File: config.mk
export PLATFORM = sky130hd
export DESIGN_NAME = kf_sequencer
export DESIGN_NICKNAME = d
export VERILOG_FILES = /design/src/rtl/kf_ctrl_pkg.sv /design/src/rtl/kf_phase_watchdog.sv /design/src/rtl/kf_sequencer.sv
export SDC_FILE = /design/constraint.sdc
export NUM_CORES = 1
export LEC_CHECK = 0
export ABC_AREA = 1
export CAP_MARGIN = 20
export CORE_ASPECT_RATIO = 1.75
export CORE_MARGIN = 5
export CORE_UTILIZATION = 25
export CTS_BUF_LIST = sky130_fd_sc_hd__clkbuf_4 sky130_fd_sc_hd__clkbuf_8
export DETAILED_ROUTE_END_ITERATION = 8
export PLACE_DENSITY = 0.43
export SYNTH_ARGS = -nofsm -noshare
export SYNTH_HDL_FRONTEND = slang
export SYNTH_HIERARCHICAL = 1
export SYNTH_SLANG_ARGS = --single-unit
File: constraint.sdc
create_clock -name clk -period 9.5 [get_ports clk]
set_input_delay 1.425 -clock clk [delete_from_list [all_inputs] [get_ports clk]]
set_output_delay 1.425 -clock clk [all_outputs]
set_load 0.005 [all_outputs]
File: src/rtl/kf_ctrl_pkg.sv
// Shared types and constants for the Kalman filter phase sequencer.
package kf_ctrl_pkg;

   localparam int STATE_W         = 4;
   localparam int DEFAULT_TIMEOUT = 4000;

   typedef enum logic [STATE_W-1:0] {
      ST_IDLE = 4'd0,
      ST_INIT = 4'd1,
      ST_SP   = 4'd2,
      ST_CKG  = 4'd3,
      ST_MDI  = 4'd4,
      ST_SCU  = 4'd5,
      ST_SCO  = 4'd6,
      ST_END  = 4'd7,
      ST_ERR  = 4'd8
   } kf_seq_state_t;

   // True in the phases that wait on the datapath; these are busy and watched.
   function automatic logic is_phase(input kf_seq_state_t s);
      return (s != ST_IDLE) && (s != ST_END) && (s != ST_ERR);
   endfunction

endpackage

File: src/rtl/kf_phase_watchdog.sv
// Per-phase cycle counter; flags expiry when a waiting phase overstays TIMEOUT cycles.
module kf_phase_watchdog
   import kf_ctrl_pkg::*;
#(
   parameter int TMO_W   = 12,
   parameter int TIMEOUT = DEFAULT_TIMEOUT
) (
   input  logic clk,
   input  logic rst,
   input  logic clear,
   input  logic active,
   output logic expired
);

   localparam logic [TMO_W-1:0] LIMIT = (TIMEOUT == 0) ? '0 : TMO_W'(TIMEOUT - 1);

   logic [TMO_W-1:0] count;

   // NOTE: clocked state is always assigned with <= so every flop samples pre-edge values.
   always_ff @(posedge clk or posedge rst) begin
      if (rst)
         count <= '0;
      else if (clear)
         count <= '0;
      else if (active)
         count <= count + TMO_W'(1);
   end

   assign expired = (TIMEOUT != 0) && active && (count == LIMIT);

endmodule

File: src/rtl/kf_sequencer.sv
// Kalman filter phase sequencer: per-phase enables, SCU lane join, iteration control, watchdog.
module kf_sequencer
   import kf_ctrl_pkg::*;
#(
   parameter int NUM_SCU = 2,
   parameter int ITER_W  = 16,
   parameter int TMO_W   = 12,
   parameter int TIMEOUT = DEFAULT_TIMEOUT
) (
   input  logic               clk,
   input  logic               rst,
   input  logic               start,
   input  logic               abort,
   input  logic [ITER_W-1:0]  cfg_iter,
   input  logic               cfg_predict_only,
   input  logic               init_valid,
   input  logic               sp_done,
   input  logic               ckg_done,
   input  logic               mdi_valid,
   input  logic [NUM_SCU-1:0] scu_done,
   input  logic               sco_valid,
   input  logic               end_valid,
   output logic               en_init,
   output logic               en_sp,
   output logic               en_ckg,
   output logic               en_mdi,
   output logic               en_scu,
   output logic               en_sco,
   output logic               busy,
   output logic               finish,
   output logic               err_timeout,
   output logic [ITER_W-1:0]  iter_cnt,
   output logic [STATE_W-1:0] state_o
);

   kf_seq_state_t      state, next_state, iter_target;
   logic               start_d, start_rise, do_start;
   logic [ITER_W-1:0]  cfg_iter_q, iter_next;
   logic               predict_only_q;
   logic [NUM_SCU-1:0] lane_mask, lane_seen;
   logic               lanes_all, iter_done, last_iter;
   logic               wd_expired, wd_clear;

   assign start_rise = start & ~start_d;
   assign do_start   = start_rise & ~abort &
                       ((state == ST_IDLE) | (state == ST_END) | (state == ST_ERR));

   // A final lane pulse counts in the same cycle it arrives.
   assign lane_seen  = lane_mask | scu_done;
   assign lanes_all  = &lane_seen;

   assign iter_next  = iter_cnt + ITER_W'(1);
   assign last_iter  = (cfg_iter_q != '0) && (iter_next == cfg_iter_q);
   assign iter_target = (last_iter || end_valid) ? ST_END : ST_SP;
   assign iter_done  = ~abort &
                       (((state == ST_SP) & ~end_valid & sp_done & predict_only_q) |
                        ((state == ST_SCO) & sco_valid));

   // Predict-only SP->SP is a self-loop, so iteration completion also restarts the watchdog.
   assign wd_clear   = (next_state != state) | iter_done;

   kf_phase_watchdog #(
      .TMO_W   (TMO_W),
      .TIMEOUT (TIMEOUT)
   ) u_watchdog (
      .clk     (clk),
      .rst     (rst),
      .clear   (wd_clear),
      .active  (is_phase(state)),
      .expired (wd_expired)
   );

   always_ff @(posedge clk or posedge rst) begin
      if (rst)
         state <= ST_IDLE;
      else
         state <= next_state;
   end

   // NOTE: next_state is defaulted before the case so every path assigns it and no latch is inferred.
   always_comb begin
      next_state = state;
      if (abort) begin
         next_state = ST_IDLE;
      end else begin
         unique case (state)
            ST_IDLE: if (start_rise) next_state = ST_INIT;
            ST_INIT: begin
               if (init_valid)      next_state = ST_SP;
               else if (wd_expired) next_state = ST_ERR;
            end
            ST_SP: begin
               if (end_valid)       next_state = ST_END;
               else if (sp_done)    next_state = predict_only_q ? iter_target : ST_CKG;
               else if (wd_expired) next_state = ST_ERR;
            end
            ST_CKG: begin
               if (ckg_done)        next_state = ST_MDI;
               else if (wd_expired) next_state = ST_ERR;
            end
            ST_MDI: begin
               if (mdi_valid)       next_state = ST_SCU;
               else if (wd_expired) next_state = ST_ERR;
            end
            ST_SCU: begin
               if (lanes_all)       next_state = ST_SCO;
               else if (wd_expired) next_state = ST_ERR;
            end
            ST_SCO: begin
               if (sco_valid)       next_state = iter_target;
               else if (wd_expired) next_state = ST_ERR;
            end
            ST_END, ST_ERR: if (start_rise) next_state = ST_INIT;
            default: next_state = ST_IDLE;
         endcase
      end
   end

   always_comb begin
      en_init     = 1'b0;
      en_sp       = 1'b0;
      en_ckg      = 1'b0;
      en_mdi      = 1'b0;
      en_scu      = 1'b0;
      en_sco      = 1'b0;
      finish      = 1'b0;
      err_timeout = 1'b0;
      case (state)
         ST_INIT: en_init     = 1'b1;
         ST_SP:   en_sp       = 1'b1;
         ST_CKG:  en_ckg      = 1'b1;
         ST_MDI:  en_mdi      = 1'b1;
         ST_SCU:  en_scu      = 1'b1;
         ST_SCO:  en_sco      = 1'b1;
         ST_END:  finish      = 1'b1;
         ST_ERR:  err_timeout = 1'b1;
         default: ;
      endcase
   end

   assign busy    = is_phase(state);
   assign state_o = state;

   always_ff @(posedge clk or posedge rst) begin
      if (rst)
         start_d <= 1'b0;
      else
         start_d <= start;
   end

   // Config is captured only when a run starts, so mid-run changes are invisible.
   always_ff @(posedge clk or posedge rst) begin
      if (rst) begin
         cfg_iter_q     <= '0;
         predict_only_q <= 1'b0;
      end else if (do_start) begin
         cfg_iter_q     <= cfg_iter;
         predict_only_q <= cfg_predict_only;
      end
   end

   // Outside SCU the mask sits at zero, so each SCU entry starts collecting afresh.
   always_ff @(posedge clk or posedge rst) begin
      if (rst)
         lane_mask <= '0;
      else if ((state == ST_SCU) && !abort)
         lane_mask <= lane_seen;
      else
         lane_mask <= '0;
   end

   // Abort leaves the count untouched so software can see how far the run got.
   always_ff @(posedge clk or posedge rst) begin
      if (rst)
         iter_cnt <= '0;
      else if (do_start)
         iter_cnt <= '0;
      else if (iter_done)
         iter_cnt <= iter_next;
   end

endmodule

## Word level (Yosys, flattened, before mapping)

Index checks and enable logic that the tools add are counted.

| word-level totals | value |
|---|---|
| register bits after elaboration | 52 |
| bits in latches | 0 |
| RAM bits | 0 |
| memory bits (read-only) | 0 |
| word-level logic and storage cells | 78 |
| memories | 0 |

| cells by class | value |
|---|---|
| $add $sub $neg | 2 |
| multipliers | 0 |
| divide/modulo/power cells | 0 |
| $lt $le $gt $ge | 0 |
| equal/unequal tests | 13 |
| shifts and indexed selects | 0 |
| mux-type cells | 26 |
| bitwise operators | 16 |
| reduce and logical (&&, ||, !) cells | 14 |

Operator list:

| kind | count |
|---|---|
| 4-bit two-way mux | 10 |
| 16-bit two-way mux | 2 |
| 4-bit case mux with 7 select lines | 1 |
| 12-bit two-way mux | 2 |
| 16-bit by 1-bit adder with 16-bit output, second input constant | 1 |
| 16-bit equality test | 1 |
| 4-bit by 3-bit equality test with 1-bit output, second input constant | 4 |
| 16-bit nonzero test | 1 |
| 12-bit by 1-bit adder with 12-bit output, second input constant | 1 |
| 12-bit equality test, second input constant | 1 |
| 1-bit AND | 8 |
| 4-bit by 2-bit equality test with 1-bit output, second input constant | 2 |
| 1-bit two-way mux | 8 |
| 3-bit two-way mux | 2 |
| 1-bit logical AND | 5 |
| 4-bit by 1-bit equality test with 1-bit output, second input constant | 1 |
| 4-bit equality test, second input constant | 1 |
| 4-bit zero test | 1 |
| 4-bit by 3-bit inequality test with 1-bit output, second input constant | 1 |
| 4-bit inequality test | 1 |
| 4-bit inequality test, second input constant | 1 |
| 1-bit bitwise OR | 4 |
| 2-bit nonzero test | 2 |
| 4-bit nonzero test | 1 |
| other kinds (7) | 9 |

## Logic depth before layout (Yosys ltp)

| logic depth | value |
|---|---|
| depth in word-level cells | 13 |
| depth in mapped cells | 26 |

## Hierarchy

The synthesis kept the hierarchy.

By module, submodules not included:

| module | instances | cells each | area each (sq um) |
|---|---|---|---|
| kf_sequencer | 1 | 411 | 2,696.3 |
| kf_phase_watchdog | 1 | 86 | 699.4 |

## Worst setup path before layout

Ideal clock, no wire load.

| timing path | value |
|---|---|
| path type | flip-flop to flip-flop |
| start | reg state[0], in the netlist state_o[0] |
| end | reg u_watchdog.count[11] |
| arrival time | 3,209 ps |
| required time | 9,381 ps |
| slack | 6,172 ps |
| stages on the path, launching flop included | 21 |
| buffers on the path | 0 |
| clock period less this slack | 3,328 ps |
| path through | dfrtp_1 > inv_1 > nor3_2 > nor2_1 > nand2_1 > nor4_2 > nor2_1 > inv_1 > a21oi_1 > a221oi_1 > a21oi_2 > nand2_1 > nand2_1 > nor3_1 > nand3_2 > nor2_4 > nor2_4 > nand2_4 > nor2_4 > a21oi_1 > nor2_1 |

| on the way | value |
|---|---|
| word-level cells in the longest chain between the ends | 12 |
| elaborated cells between the ends (all ways) | 37 |
| those cells by class | eq/ne (11); mux (12); bitwise (7); reduce/logical (7) |

Ends and longest elaborated chain:

| what | line | RTL |
|---|---|---|
| from (decl) | kf_sequencer.sv:36 | `kf_seq_state_t state, next_state, iter_target;` |
| from (signal assigned) | kf_sequencer.sv:77 | `state <= next_state;` |
| 4-bit by 3-bit inequality test with 1-bit output / 4-bit nonzero test (equally long branches) | n/a |  |
| 1-bit logical AND | n/a |  |
| 1-bit logical AND (*) | n/a |  |
| net busy | kf_sequencer.sv:29 | `output logic busy,` |
| 1-bit logical AND (*) | kf_phase_watchdog.sv:29 | `assign expired = (TIMEOUT != 0) && active && (count == LIMIT);` |
| net wd_expired | kf_sequencer.sv:42 | `logic wd_expired, wd_clear;` |
| 4-bit two-way mux (*) | n/a |  |
| 4-bit two-way mux | kf_sequencer.sv:94 | `else if (sp_done) next_state = predict_only_q ? iter_target : ST_CKG;` |
| 4-bit two-way mux | kf_sequencer.sv:93 | `if (end_valid) next_state = ST_END;` |
| 4-bit case mux with 7 select lines (*) | kf_sequencer.sv:86 | `unique case (state)` |
| 4-bit two-way mux (*) | kf_sequencer.sv:83 | `if (abort) begin` |
| net next_state[1] | kf_sequencer.sv:36 |  |
| 4-bit inequality test (*) | kf_sequencer.sv:60 | `assign wd_clear = (next_state != state) \| iter_done;` |
| 1-bit bitwise OR (*) | kf_sequencer.sv:60 |  |
| net wd_clear | kf_sequencer.sv:42 |  |
| 12-bit two-way mux / 2-bit nonzero test (equally long branches) | n/a |  |
| to (signal assigned) | kf_phase_watchdog.sv:26 | `count <= count + TMO_W'(1);` |
| to (decl) | kf_phase_watchdog.sv:17 | `logic [TMO_W-1:0] count;` |

Mark *: on every way through the listed nets, which the timed path passes. The rest lies on a longest branch.
A chain may end at the register's enable or synchronous reset.

## Worst setup path in the final report

| timing path | value |
|---|---|
| start | reg state[0], in the netlist state_o[0] |
| end | reg u_watchdog.count[8] |

| on the way | value |
|---|---|
| word-level cells in the longest chain between the ends | 12 |
| elaborated cells between the ends (all ways) | 37 |
| those cells by class | eq/ne (11); mux (12); bitwise (7); reduce/logical (7) |

Ends and longest elaborated chain:

| what | line | RTL |
|---|---|---|
| 4-bit by 3-bit inequality test with 1-bit output / 4-bit nonzero test (equally long branches) | kf_ctrl_pkg.sv:21 | `return (s != ST_IDLE) && (s != ST_END) && (s != ST_ERR);` |
| 1-bit logical AND | kf_ctrl_pkg.sv:21 |  |
| 1-bit logical AND (*) | kf_ctrl_pkg.sv:21 |  |
| 1-bit logical AND (*) | kf_phase_watchdog.sv:29 |  |
| net wd_expired | kf_sequencer.sv:42 |  |
| 4-bit two-way mux (*) | n/a |  |
| 4-bit two-way mux | kf_sequencer.sv:94 |  |
| 4-bit two-way mux | kf_sequencer.sv:93 |  |
| 4-bit case mux with 7 select lines (*) | kf_sequencer.sv:86 |  |
| 4-bit two-way mux (*) | kf_sequencer.sv:83 |  |
| net next_state[1] | kf_sequencer.sv:36 |  |
| 4-bit inequality test (*) | kf_sequencer.sv:60 |  |
| 1-bit bitwise OR (*) | kf_sequencer.sv:60 |  |
| net wd_clear | kf_sequencer.sv:42 |  |
| 12-bit two-way mux / 2-bit nonzero test (equally long branches) | n/a |  |

Marked as above.

==> flow_summary.ini <==
[route]
wl_um = 10800
wl_per_cell_um = 14.7
avgViaCountPerCell = 4.63
drtIter0Drc = 136
first_pass_iters = 4
vias = 3401
antenna_left = 0
drc = 0

[synthesis]
yosys_warnings = 6
synth.largest_area_cell = dfrtp_1
synth_top_area_frac = 0.383
postSynthAreaPerCell_sq_um = 6.83
synth_area_leaders = dfrtp_1 (38%), nand2_1 (17%), inv_1 (8.0%), nand3_1 (6.2%), nor2_1 (5.1%)
yosysSeqAreaShare = 0.383
synthesis.area_sq_um = 3400
postSynthCellCount = 497
synth_seq_cells = 52
synth_cell_types = 35
syn_nets = 528

[setup_path]
rr_endpoint = u_watchdog/count[8]$_DFFE_PP0P_
worst-setup-path-type = flip-flop to flip-flop
arrival_ns = 4.02
worst-r2r-cell-count = 22
critPathCapture = u_watchdog/count[8]$_DFFE_PP0P_
crit_start = state_o[0]$_DFF_PP0_
start_kind = flip-flop
rrSetupSlack_ns = 5.73
end_kind = flip-flop
critical_path_peak_fanout = 7
r2r-start = state_o[0]$_DFF_PP0_
cp.required_ns = 9.75

[pwr]
vdd_drop_max_mv = 0.0522
p_leak_nw = 2.00
powerDensity_nw_per_um2 = 133
total_power_uw = 570

[global_route]
met2_usage = 0.268
gr-usage-met3 = 0.0212
gr-usage-met1 = 0.140
grt_max_degree = 41
grt_overflow = 0
grt_pass1_wl_um = 17400
grt_pass1_vias = 3552
antenna_found_initial = 0
busiest_layer = met2
track_usage = 0.137

[finish]
antenna_cells = 0
area.growth.synth_to_final_pct = 26.2
drive_above_1_share = 0.0963
instances_no_fill = 735
nFillCells = 1443
seqCellArea_sq_um = 1300
fin_nets = 591
fin_util = 0.320
multi_input_area_sq_um = 1780

[clock_network]
cts_hold_buf = 0
cts_root_buf = clkbuf_8
htreeDepth = 2
cts_setup_buffers = 0
clock-sinks = 52
clock_tree.buffer_depth = 2
clk_latency_ns = 0.32
cts_tree = done
cts_resized = 0
cts_buffers = 5
clkTransAtPathRegs_ns = 0.11

[placed_design]
dpl.cell_count = 727
port_buffers = 57
place.gp.congestion = 0.837
place_ws_ns = 5.51
dp_hpwl_um = 8540

[timing]
rsz0062_at_grt = no
fin_crit_sh = 0.397
final.setup.tns_ns = 0
min_period_ns = 3.77
fin_ws_ns = 5.73
fmax_mhz = 265
max_slew_margin = 0.508
max_slew.worst_pin.slew_ns = 0.733
setup_violations = 0
skew_ns = 0.00855
hold_viol_final = 0
drv_slew = 0

[run_status]
status = complete, no violations

[run]
drv_cap = 0

[floorplan]
initial_core_util = 0.254
ios = 58
dieArea_sq_um = 16100
core_area_sq_um = 13400
dieWidth_um = 98.1
die_h_um = 164
rows = 56

[min_path]
hold_path_class = flip-flop to flip-flop
-- critical path, cell delays in order, from the launching register on --
cell and delay [ns]:
dfrtp_1 0.45, inv_1 0.23, nor3_2 0.13, nor2_1 0.10
buf_4 0.18, nand2_1 0.08, nor4_2 0.66, nor2_1 0.13
inv_1 0.12, a21oi_1 0.08, a221oi_1 0.25, a21oi_2 0.13
nand2_1 0.07, nand2_1 0.05, nor3_1 0.21, nand3_2 0.19
nor2_4 0.23, nor2_4 0.07, inv_2 0.09, nor2_8 0.04
nand2_1 0.05, nand2_1 0.05, a21oi_2 0.11
-- cells in the final DEF (no fill, tap or decap) --
cell type        synthesis  routed
clkbuf_8                 0       5
nor3_1                   8       7
or2_2                    1       1
clkinv_4                 0       1
nor3_2                   3       4
nor4_1                   1       1
nor4_2                   1       1
nor2_4                   8       8
xor2_1                   2       2
nand2_1                157     157
ha_1                     2       2
nor2_1                  46      46
nand2_2                  4       4
o22ai_1                  8       8
a221oi_1                 1       1
xnor2_1                  1       1
a22o_1                   1       1
buf_4                    0       3
a21oi_2                  3       3
nor2_2                   7       7
nand2_4                  2       2
o21ai_0                 21      21
a31oi_1                  1       1
clkinv_1                 1       2
clkdlybuf4s50_1          0      57
inv_2                    7       7
a21oi_1                 12      12
o21ai_2                  1       1
nand3_2                  4       4
nand4_1                 10      10
clkinvlp_4               0       2
o31ai_1                  1       1
a211oi_1                 1       1
nand3_1                 42      42
inv_1                   72      71
dfrtp_1                 52      52
o21ai_1                  8       8
nor2_8                   1       1
nand3b_1                 3       3
-- where the power goes --
group          internal (mW)  switching [mW]  total, mW
logic                 0.0638          0.0927      0.156
clock network         0.0525          0.0857      0.138
registers              0.248          0.0269      0.275
-- kinds of logic after synthesis --
logic type,count (synthesis),share of synthesized area
simple gates,298,0.410
flops,52,0.383
buf+inv,84,0.0943
xor+xnor,3,0.00774
fa+ha+maj,2,0.00737
compound gates,58,0.0969
-- worst min-delay path by stage --
| stage | startpoint | end | cells past startpoint |
|---|---|---|---|
| 2_1_floorplan | predict_only_q$_DFFE_PP0P_ | predict_only_q$_DFFE_PP0P_ | 2 |
| 5_1_grt | predict_only_q$_DFFE_PP0P_ | predict_only_q$_DFFE_PP0P_ | 2 |
| 3_3_place_gp | predict_only_q$_DFFE_PP0P_ | predict_only_q$_DFFE_PP0P_ | 2 |
| 6_report | predict_only_q$_DFFE_PP0P_ | predict_only_q$_DFFE_PP0P_ | 2 |
| 3_5_place_dp | predict_only_q$_DFFE_PP0P_ | predict_only_q$_DFFE_PP0P_ | 2 |
| 4_1_cts | predict_only_q$_DFFE_PP0P_ | predict_only_q$_DFFE_PP0P_ | 2 |
-- stage by stage --
step | instance area, sq um | hold WS (ns)
6_report | 4280 | 0.494
3_3_place_gp | 4190 | 0.466
5_1_grt | 4280 | 0.541
3_5_place_dp | 4190 | 0.470
2_1_floorplan | 3400 | 0.442
4_1_cts | 4280 | 0.499
-- cells in the mapped netlist (all sizes together) --
cell	n
inv	79
a221oi	1
o31ai	1
nand2	163
nand4	10
xor2	2
nor2	62
nand3	46
clkinv	1
ha	2
o21ai	30
a211oi	1
dfrtp	52
or2	1
nand3b	3
nor3	11
a22o	1
a21oi	15
xnor2	1
nor4	2
a31oi	1
o22ai	8
buf	4
-- per-layer routing --
metal  up-vias  wire (um)
li1       1708          -
met1      1602       4100
met2        69       6140
met3        22        285
met4         0        306
met5         -          0
-- sequential cells by signal, summed over array words and instances (netlist names) --
name              cells
iter_cnt             16
state_o               4
u_watchdog/count     12
lane_mask             2
cfg_iter_q           16
start_d               1
predict_only_q        1
-- layout make-up --
cell class	instances	area share
sequential	52	0.304
tap	174	0.0508
inverter	80	0.0701
clock inverter	3	0.00555
clock buffer	5	0.0161
timing repair buffer	60	0.138
multi-input combinational	361	0.415
(Power assumes the default switching activity.)
